<file path="src/rtl/hazard_stall_ctrl.sv">
// Pipeline hazard stall/flush control for a 5-stage pipe with ID-stage branch compare.
// Optional stall-cycle counter is enabled by defining HAZARD_PERF_CNT_EN.
module hazard_stall_ctrl (
    input  logic        clk,
    input  logic        reset_n,
    input  logic [4:0]  Rs_id,
    input  logic [4:0]  Rt_id,
    input  logic        UsesRt_id,
    input  logic        Branch_id,
    input  logic        BranchTaken_id,
    input  logic        MemRead_ex,
    input  logic        RegWrite_ex,
    input  logic [4:0]  writeRegOut_ex,
    input  logic        MemRead_mem,
    input  logic [4:0]  writeRegOut_mem,
    input  logic        Freeze,
    output logic        PCWrite,
    output logic        IFIDWrite,
    output logic        Bubble_ex,
    output logic        Flush_if,
    output logic [15:0] StallCount
);

    typedef enum logic {
        IDLE  = 1'b0,
        HOLD1 = 1'b1
    } state_t;

    state_t state;

    logic match_ex;
    logic match_mem;
    logic hazard_h1;
    logic hazard_h2;
    logic stall;

    // Register 0 is hardwired, so a zero destination never creates a dependency.
    always_comb begin
        match_ex  = (writeRegOut_ex != 5'd0) &&
                    ((Rs_id == writeRegOut_ex) || (UsesRt_id && (Rt_id == writeRegOut_ex)));
        match_mem = (writeRegOut_mem != 5'd0) &&
                    ((Rs_id == writeRegOut_mem) || (UsesRt_id && (Rt_id == writeRegOut_mem)));
    end

    always_comb begin
        hazard_h2 = Branch_id && MemRead_ex && match_ex;
        hazard_h1 = (!Branch_id && MemRead_ex && match_ex) ||
                    (Branch_id && RegWrite_ex && !MemRead_ex && match_ex) ||
                    (Branch_id && MemRead_mem && match_mem);
    end

    always_comb begin
        stall = 1'b0;
        case (state)
            IDLE:    stall = hazard_h1 || hazard_h2;
            HOLD1:   stall = 1'b1;
            default: stall = 1'b0;
        endcase
    end

    // A branch waiting on a load needs a second bubble; HOLD1 supplies it.
    always_ff @(posedge clk or negedge reset_n) begin
        if (!reset_n) begin
            state <= IDLE;
        end else if (!Freeze) begin
            case (state)
                IDLE:    state <= hazard_h2 ? HOLD1 : IDLE;
                HOLD1:   state <= IDLE;
                default: state <= IDLE;
            endcase
        end
    end

    // Freeze outranks stall: nothing advances and no bubble is injected.
    always_comb begin
        PCWrite   = 1'b1;
        IFIDWrite = 1'b1;
        Bubble_ex = 1'b0;
        Flush_if  = 1'b0;
        if (reset_n) begin
            if (Freeze) begin
                PCWrite   = 1'b0;
                IFIDWrite = 1'b0;
            end else if (stall) begin
                PCWrite   = 1'b0;
                IFIDWrite = 1'b0;
                Bubble_ex = 1'b1;
            end else begin
                Flush_if  = Branch_id && BranchTaken_id;
            end
        end
    end

`ifdef HAZARD_PERF_CNT_EN
    logic [15:0] stall_cnt;

    always_ff @(posedge clk or negedge reset_n) begin
        if (!reset_n) begin
            stall_cnt <= 16'd0;
        end else if (stall && !Freeze && (stall_cnt != 16'hFFFF)) begin
            stall_cnt <= stall_cnt + 16'd1;
        end
    end

    assign StallCount = stall_cnt;
`else
    assign StallCount = 16'd0;
`endif

endmodule

</file>
<file path="config.mk">
export PLATFORM = sky130hd
export DESIGN_NAME = hazard_stall_ctrl
export DESIGN_NICKNAME = d
export VERILOG_FILES = /design/src/rtl/hazard_stall_ctrl.sv
export SDC_FILE = /design/constraint.sdc
export NUM_CORES = 1
export LEC_CHECK = 0
export ABC_AREA = 1
export CORE_AREA = 2 2 49 51
export CTS_CLUSTER_SIZE = 30
export DETAILED_ROUTE_END_ITERATION = 6
export DIE_AREA = 0 0 51 53
export PLACE_DENSITY = 0.75
export SLEW_MARGIN = 20
export SYNTH_ARGS = -nofsm -noshare
export SYNTH_HDL_FRONTEND = slang
export SYNTH_SLANG_ARGS = --single-unit
</file>
<file path="constraint.sdc">
create_clock -name clk -period 1.2 [get_ports clk]
set_input_delay 0.24 -clock clk [delete_from_list [all_inputs] [get_ports clk]]
set_output_delay 0.24 -clock clk [all_outputs]
set_load 0.01 [all_outputs]
</file>
Word level (Yosys, flattened, before mapping)
Index checks and enable logic that the tools add are counted.
Widths: inputs -> output; s select.
{"block": "totals", "reg_bits": 1, "input_bits": 29, "out_inout_bits": 20, "word_cells": 41}
{"block": "op_classes", "n_eq_ne": 4, "muxes": 12, "bitwise": 1, "reduce_logical": 23}
{"op": "$eq 5x5->1", "n": 4}
{"op": "$logic_and 1x1->1", "n": 14}
{"op": "$mux 1", "n": 10}
{"op": "$reduce_bool 5->1", "n": 2}
{"op": "$logic_or 1x1->1", "n": 5}
{"op": "$pmux 1 s2", "n": 2}
{"op": "$logic_not 1->1", "n": 2}
{"op": "$not 1->1", "n": 1}

Longest topological paths before layout
Gate-level depths: netlist (run 1).
{"block": "logic_depth", "ltp_word": 12, "ltp_mapped": 10, "depth_no_buf": 9}

Least setup slack after synthesis (run 1)
OpenSTA, ideal clock, no wires.
{"block": "synth_timing", "kind": "input-to-output", "startpoint": "input port Rt_id[1]", "endpoint": "output port PCWrite", "arrival_time_ns": 1.027, "required_time_ns": 0.960, "path_slack_ns": -0.067, "path_stages": 10, "n_path_buf": 1, "path_cell_list": "inv_1 nand2_1 nand2_1 nor2_1 nand3_1 nand2_1 a21oi_2 nand3_1 nand2_1 buf_4"}
{"block": "synth_via", "elab_chain_cells": 12, "elab_cells_between_ends": 19, "cone_classes": "eq/ne (2); mux (4); reduce/logical (13)"}
{"element": "from (decl)", "line_no": "7", "rtl": "input logic [4:0] Rt_id,"}
{"element": "$eq 5x5->1", "line_no": "40", "rtl": "((Rs_id == writeRegOut_ex) || (UsesRt_id && (Rt_id == writeRegOut_ex)));"}
{"element": "$logic_and 1x1->1", "line_no": "40"}
{"element": "$logic_or 1x1->1", "line_no": "40"}
{"element": "$logic_and 1x1->1", "line_no": "39", "rtl": "match_ex = (writeRegOut_ex != 5'd0) &&"}
{"element": "$logic_and 1x1->1, on equally long branches", "line_no": "47, 48"}
{"element": "$logic_or 1x1->1", "line_no": "47", "rtl": "hazard_h1 = (!Branch_id && MemRead_ex && match_ex) ||"}
{"element": "$logic_or 1x1->1", "line_no": "48", "rtl": "(Branch_id && RegWrite_ex && !MemRead_ex && match_ex) ||"}
{"element": "$logic_or 1x1->1 *", "line_no": "55", "rtl": "IDLE: stall = hazard_h1 || hazard_h2;"}
{"element": "$pmux 1 s2 *", "line_no": "54", "rtl": "case (state)"}
{"element": "$mux 1 * (3 in series)"}
{"element": "to (decl)", "line_no": "17", "rtl": "output logic PCWrite,"}
Every way passes the cells marked *; elsewhere a longest branch is shown, timed or not.

Worst setup path in the final report (run 1)
{"block": "layout_timing", "startpoint": "input port writeRegOut_mem[1]", "endpoint": "output port Flush_if"}
{"block": "layout_via", "elab_chain_cells": 11, "elab_cells_between_ends": 13, "cone_classes": "eq/ne (2); mux (4); reduce/logical (7)"}
{"element": "from (decl)", "line_no": "15", "rtl": "input logic [4:0] writeRegOut_mem,"}
{"element": "$eq 5x5->1", "line_no": "42", "rtl": "((Rs_id == writeRegOut_mem) || (UsesRt_id && (Rt_id == writeRegOut_mem)));"}
{"element": "$logic_and 1x1->1", "line_no": "42"}
{"element": "$logic_or 1x1->1", "line_no": "42"}
{"element": "$logic_and 1x1->1 *", "line_no": "41", "rtl": "match_mem = (writeRegOut_mem != 5'd0) &&"}
{"element": "$logic_and 1x1->1 *", "line_no": "49", "rtl": "(Branch_id && MemRead_mem && match_mem);"}
{"element": "$logic_or 1x1->1 *", "line_no": "48"}
{"element": "$logic_or 1x1->1 *", "line_no": "55"}
{"element": "$pmux 1 s2 *", "line_no": "54"}
{"element": "$mux 1 *", "line_no": "84", "rtl": "end else if (stall) begin"}
{"element": "$mux 1 *", "line_no": "81", "rtl": "if (Freeze) begin"}
{"element": "$mux 1 *", "line_no": "80", "rtl": "if (reset_n) begin"}
{"element": "to (decl)", "line_no": "20", "rtl": "output logic Flush_if,"}
Marks and branches as above.

==> key figures, run 1 <==
Run status
  • Outcome: complete, but fails checks
  • Failing checks: setup timing

Synthesis
  • Post-Synth Adder-Cell Area: 0
  • Yosys reg bits: 1
  • Synth top area cells: nand2_1, buf_4, inv_1, nor2_1, nand3_1
  • Cell variety after synth: 18
  • Mapped cell area: 604 µm²
  • Area leader, netlist: nand2_1
  • Mean cell area of the mapped netlist: 4.87 µm²
  • Largest family of logic cells by synthesized area: simple AND/OR/NAND/NOR gates
  • Xor-xnor portion of the synthesized cell area: 0.0435
  • Syn Inst Count: 124
  • Mux cell area share after synthesis: 0
  • Ys Warns: 0
  • Share of the synthesized area in the top cell type: 0.298
  • Sequential fraction of the synthesis area: 0.0414
  • Simple-Gate Fraction of Synth Area: 0.501
  • Post-synthesis compound-gate area fraction: 0.0663

Die
  • Core ar.: 2150 µm²
  • I/O pins: 49
  • Die Area: 2700 µm²
  • Horiz. Die Dim: 51 µm
  • Row cnt: 17
  • Die Y: 53 µm
  • Initial Util: 0.281

Layout
  • Largest regs: state x1
  • Nets: 188
  • Biggest register: state
  • Syn-to-layout area delta: 48.2%
  • Max reg flops: 1
  • Finished Layout Cells: 185
  • Ant diodes: 0
  • Share of post-route cells with drive strength above 1: 0.350
  • Final Instance Area: 896 µm²
  • Final core occ: 0.417

Flow run
  • Max_cap viols: 0

Clocking
  • Clk_lat worst skew: 0 ns
  • Post-CTS setup buffers: 0
  • Clock transition at path regs: 0 ns

Min path
  • Worst hold path type: in -> async

Power and ir drop
  • Internal: 160 µW
  • Max VDD drop: 0.187 mV
  • Seq pwr share: 0.112
  • Clk pwr share: 0
  • Net switching power: 158 µW
  • Total power: 318 µW
  • Combinational share of power: 0.888
  • PD cells: 355 nW/µm²
  • Leak: 0.531 nW
  • Switching Share: 0.497

Worst setup path
  • Crit path required time: 0.96 ns
  • WS Path Type: in -> out
  • Endpoint kind of the worst setup timing path: primary output
  • Data arrival time of the critical path: 1.28 ns
  • CP Max Fanout: 2
  • CP startpoint kind: input pin
  • Flop-to-flop setup slack: 0.43 ns

Placement
  • GPL Wtd Cong: 0.851
  • Placed Instances: 185
  • Placed Area: 961 µm²
  • Detailed placer's ending HPWL: 1450 µm
  • Port-buffer cells: 32

Timing
  • Hold slack: 0.443 ns
  • Worst setup margin: -0.325 ns
  • Final setup violating endpoints: 4
  • Setup Skew: 0 ns
  • Min Tclk post-route: 1.52 ns
  • Final period util: 1.27
  • Fin. max-slew vios: 0
  • RSZ-0062 raised after global routing: true
  • Hold Fails Final Rpt: 0
  • Fmax: 656 MHz

Detailed routing
  • 1st-pass router iterations: 6
  • WL final: 1610 µm
  • Initial drt markers: 14
  • DR vias: 777
  • Average routed wire per standard cell: 8.70 µm
  • ANT nets after route: 0
  • Drt via density: 4.20
  • Number of remaining DRC errors: 0

Global routing
  • Number of global-route vias before repair: 699
  • First-pass GRT wire length: 2730 µm
  • Total congestion overflow: 0
  • Initial antenna violation count: 0
  • Largest net degree at the start of global routing: 6
  • Total global-route track usage: 0.125
## path summary, 6_finish.rpt
path | cells past startpoint | endpoint | from
worst max-delay path | 12 | Flush_if | writeRegOut_mem[1]
worst min-delay path | 1 | state | reset_n
worst max register to register | 3 | state | state
worst min register to register | 2 | state | state
max in group asynchronous | 1 | state | reset_n
min in group clk | 2 | state | state
## through the flow
| stage | setup slack, ns | setup TNS, ns |
|---|---|---|
| 2_1_floorplan | -0.0123 | -0.0123 |
| 3_3_place_gp | -1.12 | -4.68 |
| 3_5_place_dp | -1.17 | -4.83 |
| 4_1_cts | -0.368 | -1.21 |
| 5_1_grt | -0.423 | -1.45 |
| 6_report | -0.325 | -1.08 |
## final cells by class
class | instances | area [µm²]
inverters | 21 | 116
multi-input cells | 100 | 462
repair buffers | 35 | 258
well taps | 28 | 35.0
fillers | 242 | 1250
flip-flops and latches | 1 | 25.0
## cell usage after synthesis, drive strengths merged
cell type,count
nand4,2
o22ai,1
nand2,49
nor2,14
conb,1
buf,17
xnor2,2
a21oi,3
inv,21
nor4,1
o21ai,3
dfrtp,1
nand3,8
xor2,1
## metal layers
metal,GRT usage,vias up,routed length [µm]
li1,-,408,-
met1,0.148,338,698
met2,0.255,29,794
met3,0.00282,2,97
met4,0.00901,0,20
met5,0,-,0
## what timing repair did
item                                    CTS  global route
hold buffers                              0             0
gates resized for setup                 110            10
pin swaps                                13            16
endpoints found under the setup margin    5             5
## power groups by stage
stage,Sequential [mW],Combinational [mW],Clock [mW]
after floorplan,0.0354,0.180,0
after global placement,0.0355,0.297,0
after detailed placement,0.0355,0.300,0
after CTS,0.0355,0.280,0
after global routing,0.0356,0.318,0
final,0.0355,0.283,0
## cell families (layout without fill, tap and decap cells)
logic type / count (synthesis) / in the layout
AO/OA/AOI/OAI: 7 / 7
XOR/XNOR: 3 / 3
buffers and inverters: 38 / 56
flip-flops: 1 / 1
other: 1 / 16
AND/OR/NAND/NOR: 74 / 74
## worst max-delay path, stage by stage
cell and delay (ns):
buf_6 0.10, buf_6 0.12, inv_12 0.04, nand2_2 0.03, nand2_1 0.05, nor2_1 0.04, nand3_1 0.05, nand2_1 0.07
a21oi_2 0.18, nand3_2 0.10, nor2_1 0.10, buf_2 0.15
## cell usage in the layout (no fill, tap or decap), types with 2 or more instances in the layout
cell and n:
a21oi_2 2, buf_2 15, buf_4 4, buf_6 6, clkbuf_2 2, clkdlybuf4s50_1 5, conb_1 16, dlygate4sd2_1 2
inv_1 5, inv_2 11, inv_8 3, nand2_1 44, nand2_2 5, nand3_1 6, nand3_2 2, nand4_1 2
nor2_1 13, o21ai_1 3, xnor2_1 2
Power figures use the tool's default switching activity.
==> run 2: changes to the inputs <==
Settings changed: TNS_END_PERCENT set to 20.
==> key figures, run 2 (synthesis gave the netlist of run 1 again) <==
Run status
  • Outcome: complete, but fails checks
  • Failing checks: setup timing

Detailed routing
  • Drt via density: 4.17 (-0.79%)
  • Number of remaining DRC errors: 0 (unchanged)
  • Top sig layer: met4
  • WL met2: 799 µm (+0.63%)
  • WL final: 1620 µm (+0.81%)
  • DR vias: 775 (-0.26%)
  • ANT nets after route: 0 (unchanged)
  • Met1 WL: 723 µm (+3.6%)
  • Initial drt markers: 8 (-6)
  • Met3 WL: 80 µm (-18%)
  • Average routed wire per standard cell: 8.73 µm (+0.27%)
  • 1st-pass router iterations: 6 (unchanged)

Die
  • Initial Util: 0.281 (unchanged)
  • Core ar.: 2150 µm² (unchanged)
  • Row cnt: 17 (unchanged)
  • Die Y: 53 µm (unchanged)
  • I/O pins: 49 (unchanged)
  • Die Area: 2700 µm² (unchanged)
  • Horiz. Die Dim: 51 µm (unchanged)

Placement
  • Detailed placer's ending HPWL: 1450 µm (unchanged)
  • GPL Wtd Cong: 0.851 (unchanged)
  • Port-buffer cells: 32 (unchanged)
  • Placed Area: 961 µm² (unchanged)
  • Place WS: -1.17 ns (unchanged)

Power and ir drop
  • PD cells: 355 nW/µm² (about the same)
  • Switching Share: 0.501 (+0.00463)
  • Seq pwr share: 0.112 (about the same)
  • Leak: 0.531 nW (about the same)
  • Net switching power: 159 µW (+0.54%)
  • Max VDD drop: 0.188 mV (+0.17%)
  • Combinational share of power: 0.888 (about the same)
  • Internal: 158 µW (-1.3%)
  • Clk pwr share: 0 (unchanged)

Worst setup path
  • WS Path Type: in -> out
  • CP startpoint kind: input pin
  • Data arrival time of the critical path: 1.28 ns (about the same)
  • Endpoint kind of the worst setup timing path: primary output
  • CP Max Fanout: 2 (unchanged)
  • Crit path launch: writeRegOut_mem[1]
  • Crit path required time: 0.96 ns (about the same)
  • Crit Reg-Reg Startpoint: state

Timing
  • Setup Skew: 0 ns (unchanged)
  • RSZ-0062 raised after global routing: true
  • Hold Fails Final Rpt: 0 (unchanged)
  • Min Tclk post-route: 1.52 ns (-0.000631 ns)
  • Setup TNS: -1.10 ns (-0.0210 ns)
  • Final period util: 1.27 (about the same)
  • Hold slack: 0.444 ns (+0.000901 ns)
  • Fin. max-slew vios: 0 (unchanged)
  • Final setup violating endpoints: 4 (unchanged)
  • Fmax: 656 MHz (about the same)
  • Worst setup margin: -0.324 ns (+0.000631 ns)

Layout
  • Max reg flops: 1 (unchanged)
  • Largest regs: state x1
  • Syn-to-layout area delta: 47.6%
  • Ant diodes: 0 (unchanged)
  • Biggest register: state
  • Final Instance Area: 892 µm² (-0.42%)
  • Nets: 189 (+0.53%)
  • Commonest non-fill, non-tap cell in the layout: nand2_1
  • Layout fillers: 247 (+2.1%)
  • Most frequent cells in the layout: nand2_1, buf_2, conb_1, nor2_1, inv_2
  • Share of post-route cells with drive strength above 1: 0.348 (-0.00222)

Global routing
  • First-pass GRT wire length: 2700 µm (-0.77%)
  • Initial antenna violation count: 0 (unchanged)
  • Total congestion overflow: 0 (unchanged)
  • Number of global-route vias before repair: 694 (-0.72%)
  • Largest net degree at the start of global routing: 6 (unchanged)
  • Total global-route track usage: 0.124 (-0.000598)

Clocking
  • Clk_lat worst skew: 0 ns (unchanged)
  • Post-CTS Hold Fix Bufs: 0 (unchanged)
  • Clock transition at path regs: 0 ns (unchanged)

Flow run
  • Max_cap viols: 0 (unchanged)

Min path
  • Worst hold path type: in -> async
==> run 2: layer usage <==
metal  vias to the layer above  global-route usage
met5                         -                   0
met4                         0             0.00901
met3                         2             0.00282
met2                        27               0.253
met1                       336               0.148
li1                        410                   -
==> run 2: area by class of cell <==
cell class | instances | area, µm² | area share
inverter | 21 | 116 | 0.130
multi-input combinational | 100 | 462 | 0.518
sequential | 1 | 25.0 | 0.0281
tap | 28 | 35.0 | 0.0393
timing repair buffer | 36 | 254 | 0.285
==> run 2: power by group through the flow <==
stage | logic, mW | clock network (mW) | registers (mW)
5_1_grt | 0.316 | 0 | 0.0356
4_1_cts | 0.289 | 0 | 0.0355
2_1_floorplan | 0.180 | 0 | 0.0354
3_3_place_gp | 0.297 | 0 | 0.0355
3_5_place_dp | 0.300 | 0 | 0.0355
6_report | 0.281 | 0 | 0.0356
==> run 2: critical path, stage by stage <==
cell and delay (ns):
buf_6 0.10, buf_6 0.12, inv_12 0.04, nand2_2 0.03
nand2_1 0.05, nor2_1 0.04, nand3_1 0.05, nand2_1 0.07
a21oi_2 0.18, nand3_2 0.10, nor2_1 0.10, buf_2 0.15
==> run 2: what timing repair did <==
action,in CTS,in global routing
pin swaps,13,16
hold endpoints to repair,0,0
setup endpoints to repair,5,5
gates resized for setup,100,11
buffers inserted,0,1
==> run 2: path summary, 6_finish.rpt <==
check | to | slack, ns | depth (start not counted)
min reg2reg | state | 0.60 | 2
max in group asynchronous | state | 0.60 | 1
max reg2reg | state | 0.43 | 3
max | Flush_if | -0.32 | 12
min in group clk | state | 0.60 | 2
min | state | 0.44 | 1
==> run 2: stage by stage <==
stage / total power, mW / std cells / util
2_1_floorplan: 0.215 / 139 / -
3_3_place_gp: 0.332 / 185 / 0.447
3_5_place_dp: 0.336 / 185 / 0.447
4_1_cts: 0.325 / 185 / 0.439
5_1_grt: 0.351 / 186 / 0.415
6_report: 0.317 / 186 / 0.415
==> run 3: changes to the inputs <==
Settings changed: CORE_AREA 2 2 49 51 to 2 2 39 41, DIE_AREA 0 0 51 53 to 0 0 41 43, DONT_BUFFER_PORTS set to 1, PLACE_DENSITY 0.75 to 0.64.
==> key figures, run 3 (synthesis gave the netlist of run 1 again) <==
Timing
  • Min Tclk post-route: 1.27 ns (-0.250 ns)
  • Setup Skew: 0 ns (unchanged)
  • RSZ-0062 raised after global routing: true
  • Fmax: 785 MHz (+20%)
  • Setup TNS: -0.163 ns (+0.941 ns)
  • Fin. max-slew vios: 0 (unchanged)
  • Hold slack: 0.427 ns (-0.0161 ns)
  • Final period util: 1.06 (-0.209)
  • Worst setup margin: -0.0737 ns (+0.250 ns)
  • Final setup violating endpoints: 4 (unchanged)
  • Hold Fails Final Rpt: 0 (unchanged)

Detailed routing
  • Average routed wire per standard cell: 10.5 µm (+20%)
  • 1st-pass router iterations: 4 (-2)
  • Number of remaining DRC errors: 0 (unchanged)
  • Drt via density: 4.78 (+15%)
  • WL final: 1470 µm (-9.3%)
  • Initial drt markers: 18 (+10)
  • DR vias: 669 (-14%)
  • ANT nets after route: 0 (unchanged)

Worst setup path
  • Crit path launch: writeRegOut_mem[2]
  • CP startpoint kind: input pin
  • Reg2reg path depth: 3 (unchanged)
  • Crit path required time: 0.96 ns (about the same)
  • Flop-to-flop setup slack: 0.43 ns (about the same)
  • CP Max Fanout: 3 (+1)
  • Critical path's slowest cell: a21oi_4
  • Worst Setup EP: Flush_if
  • Critical Path, Cell by Cell: inv_8 > nand2_2 > nand2_2 > nor2_1 > nand3_1 > nand2_2 > a21oi_4 > nand3_4 > nor2_4
  • RR Endpoint: state
  • Worst path max stage delay: 0.18 ns (about the same)
  • Crit path depth: 9 (-3)
  • Endpoint kind of the worst setup timing path: primary output
  • Crit Reg-Reg Startpoint: state
  • Critical path's top delay family: simple AND/OR/NAND/NOR gates
  • Buf/Inv on CP: 1 (-3)
  • Data arrival time of the critical path: 1.03 ns (-0.25 ns)
  • Most common cell on crit path: nand2_2
  • WS Path Type: in -> out

Layout
  • Biggest register: state
  • Share of post-route cells with drive strength above 1: 0.403 (+0.0551)
  • Largest regs: state x1
  • Nets: 155 (-18%)
  • Max reg flops: 1 (unchanged)
  • Finished Layout Cells: 140 (-25%)
  • Syn-to-layout area delta: 21.3%
  • Commonest non-fill, non-tap cell in the layout: nand2_1
  • Ant diodes: 0 (unchanged)
  • Most frequent cells in the layout: nand2_1, nand2_2, conb_1, inv_2, nor2_1
  • Layout fillers: 156 (-37%)

Placement
  • GPL Wtd Cong: 0.880 (+3.5%)
  • Place WS: -0.0871 ns (+1.08 ns)
  • Port-buffer cells: 0 (-100%)
  • Placed Instances: 139 (-25%)
  • Detailed placer's ending HPWL: 1200 µm (-18%)

Run status
  • Failing checks: setup timing
  • Outcome: complete, but fails checks

Clocking
  • Clock transition at path regs: 0 ns (unchanged)
  • Clk_lat worst skew: 0 ns (unchanged)

Global routing
  • Total global-route track usage: 0.152 (+0.0278)
  • Total congestion overflow: 0 (unchanged)
  • Largest net degree at the start of global routing: 6 (unchanged)
  • Initial antenna violation count: 0 (unchanged)
  • Number of global-route vias before repair: 588 (-15%)
  • First-pass GRT wire length: 2000 µm (-26%)

Power and ir drop
  • Max VDD drop: 0.167 mV (-11%)
  • PD cells: 320 nW/µm² (-9.8%)
  • Leak: 0.389 nW (-27%)

Flow run
  • Max_cap viols: 0 (unchanged)

Die
  • Row cnt: 14 (-3)
  • Die Y: 43 µm (-19%)
  • Horiz. Die Dim: 41 µm (-20%)
  • Die Area: 1760 µm² (-35%)
  • Core ar.: 1380 µm² (-36%)
  • I/O pins: 49 (unchanged)
  • Initial Util: 0.437 (+0.155)

Min path
  • Worst hold path type: in -> reg
run 3: report_power, final:
part           switching (mW)  internal (mW)
Combinational           0.118         0.0806
Sequential           0.000860         0.0350
Clock                       0              0
Total                   0.119          0.116
run 3: per-stage QoR:
step                       util  cell area [µm²]  total power [mW]
after global placement    0.441              611             0.191
final                     0.530              733             0.235
after detailed placement  0.441              611             0.192
after CTS                 0.453              627             0.197
after global routing      0.530              733             0.260
after floorplan               -              714             0.215
run 3: area by class of cell:
type / instances / area (µm²) / area share
Inverter: 21 / 124 / 0.169
Multi-Input combinational cell: 100 / 547 / 0.746
Sequential cell: 1 / 25.0 / 0.0341
Tap cell: 16 / 20.0 / 0.0273
Timing Repair Buffer: 2 / 17.5 / 0.0239
run 3: layer usage:
metal	GRT usage	wire (µm)
met1	0.191	532
met2	0.247	772
met3	0.0471	159
met4	0.0267	8
met5	0	0
run 3: how the worst min path moves through the flow:
stage | to | slack (ns) | cells after the start | from
2_1_floorplan | state | -0.06 | 0 | reset_n
3_3_place_gp | state | -0.06 | 0 | reset_n
3_5_place_dp | state | -0.06 | 0 | reset_n
4_1_cts | state | 0.43 | 2 | MemRead_ex
5_1_grt | state | 0.46 | 2 | MemRead_ex
6_report | state | 0.43 | 2 | MemRead_ex
run 3: repair_timing:
item | CTS | global route
setup endpoints to repair | 4 | 4
gates cloned | 0 | 0
setup buffers | 0 | 0
hold endpoints to repair | 1 | 0
hold buffers | 1 | 0
resized for setup | 2 | 36
pin swaps | 0 | 23
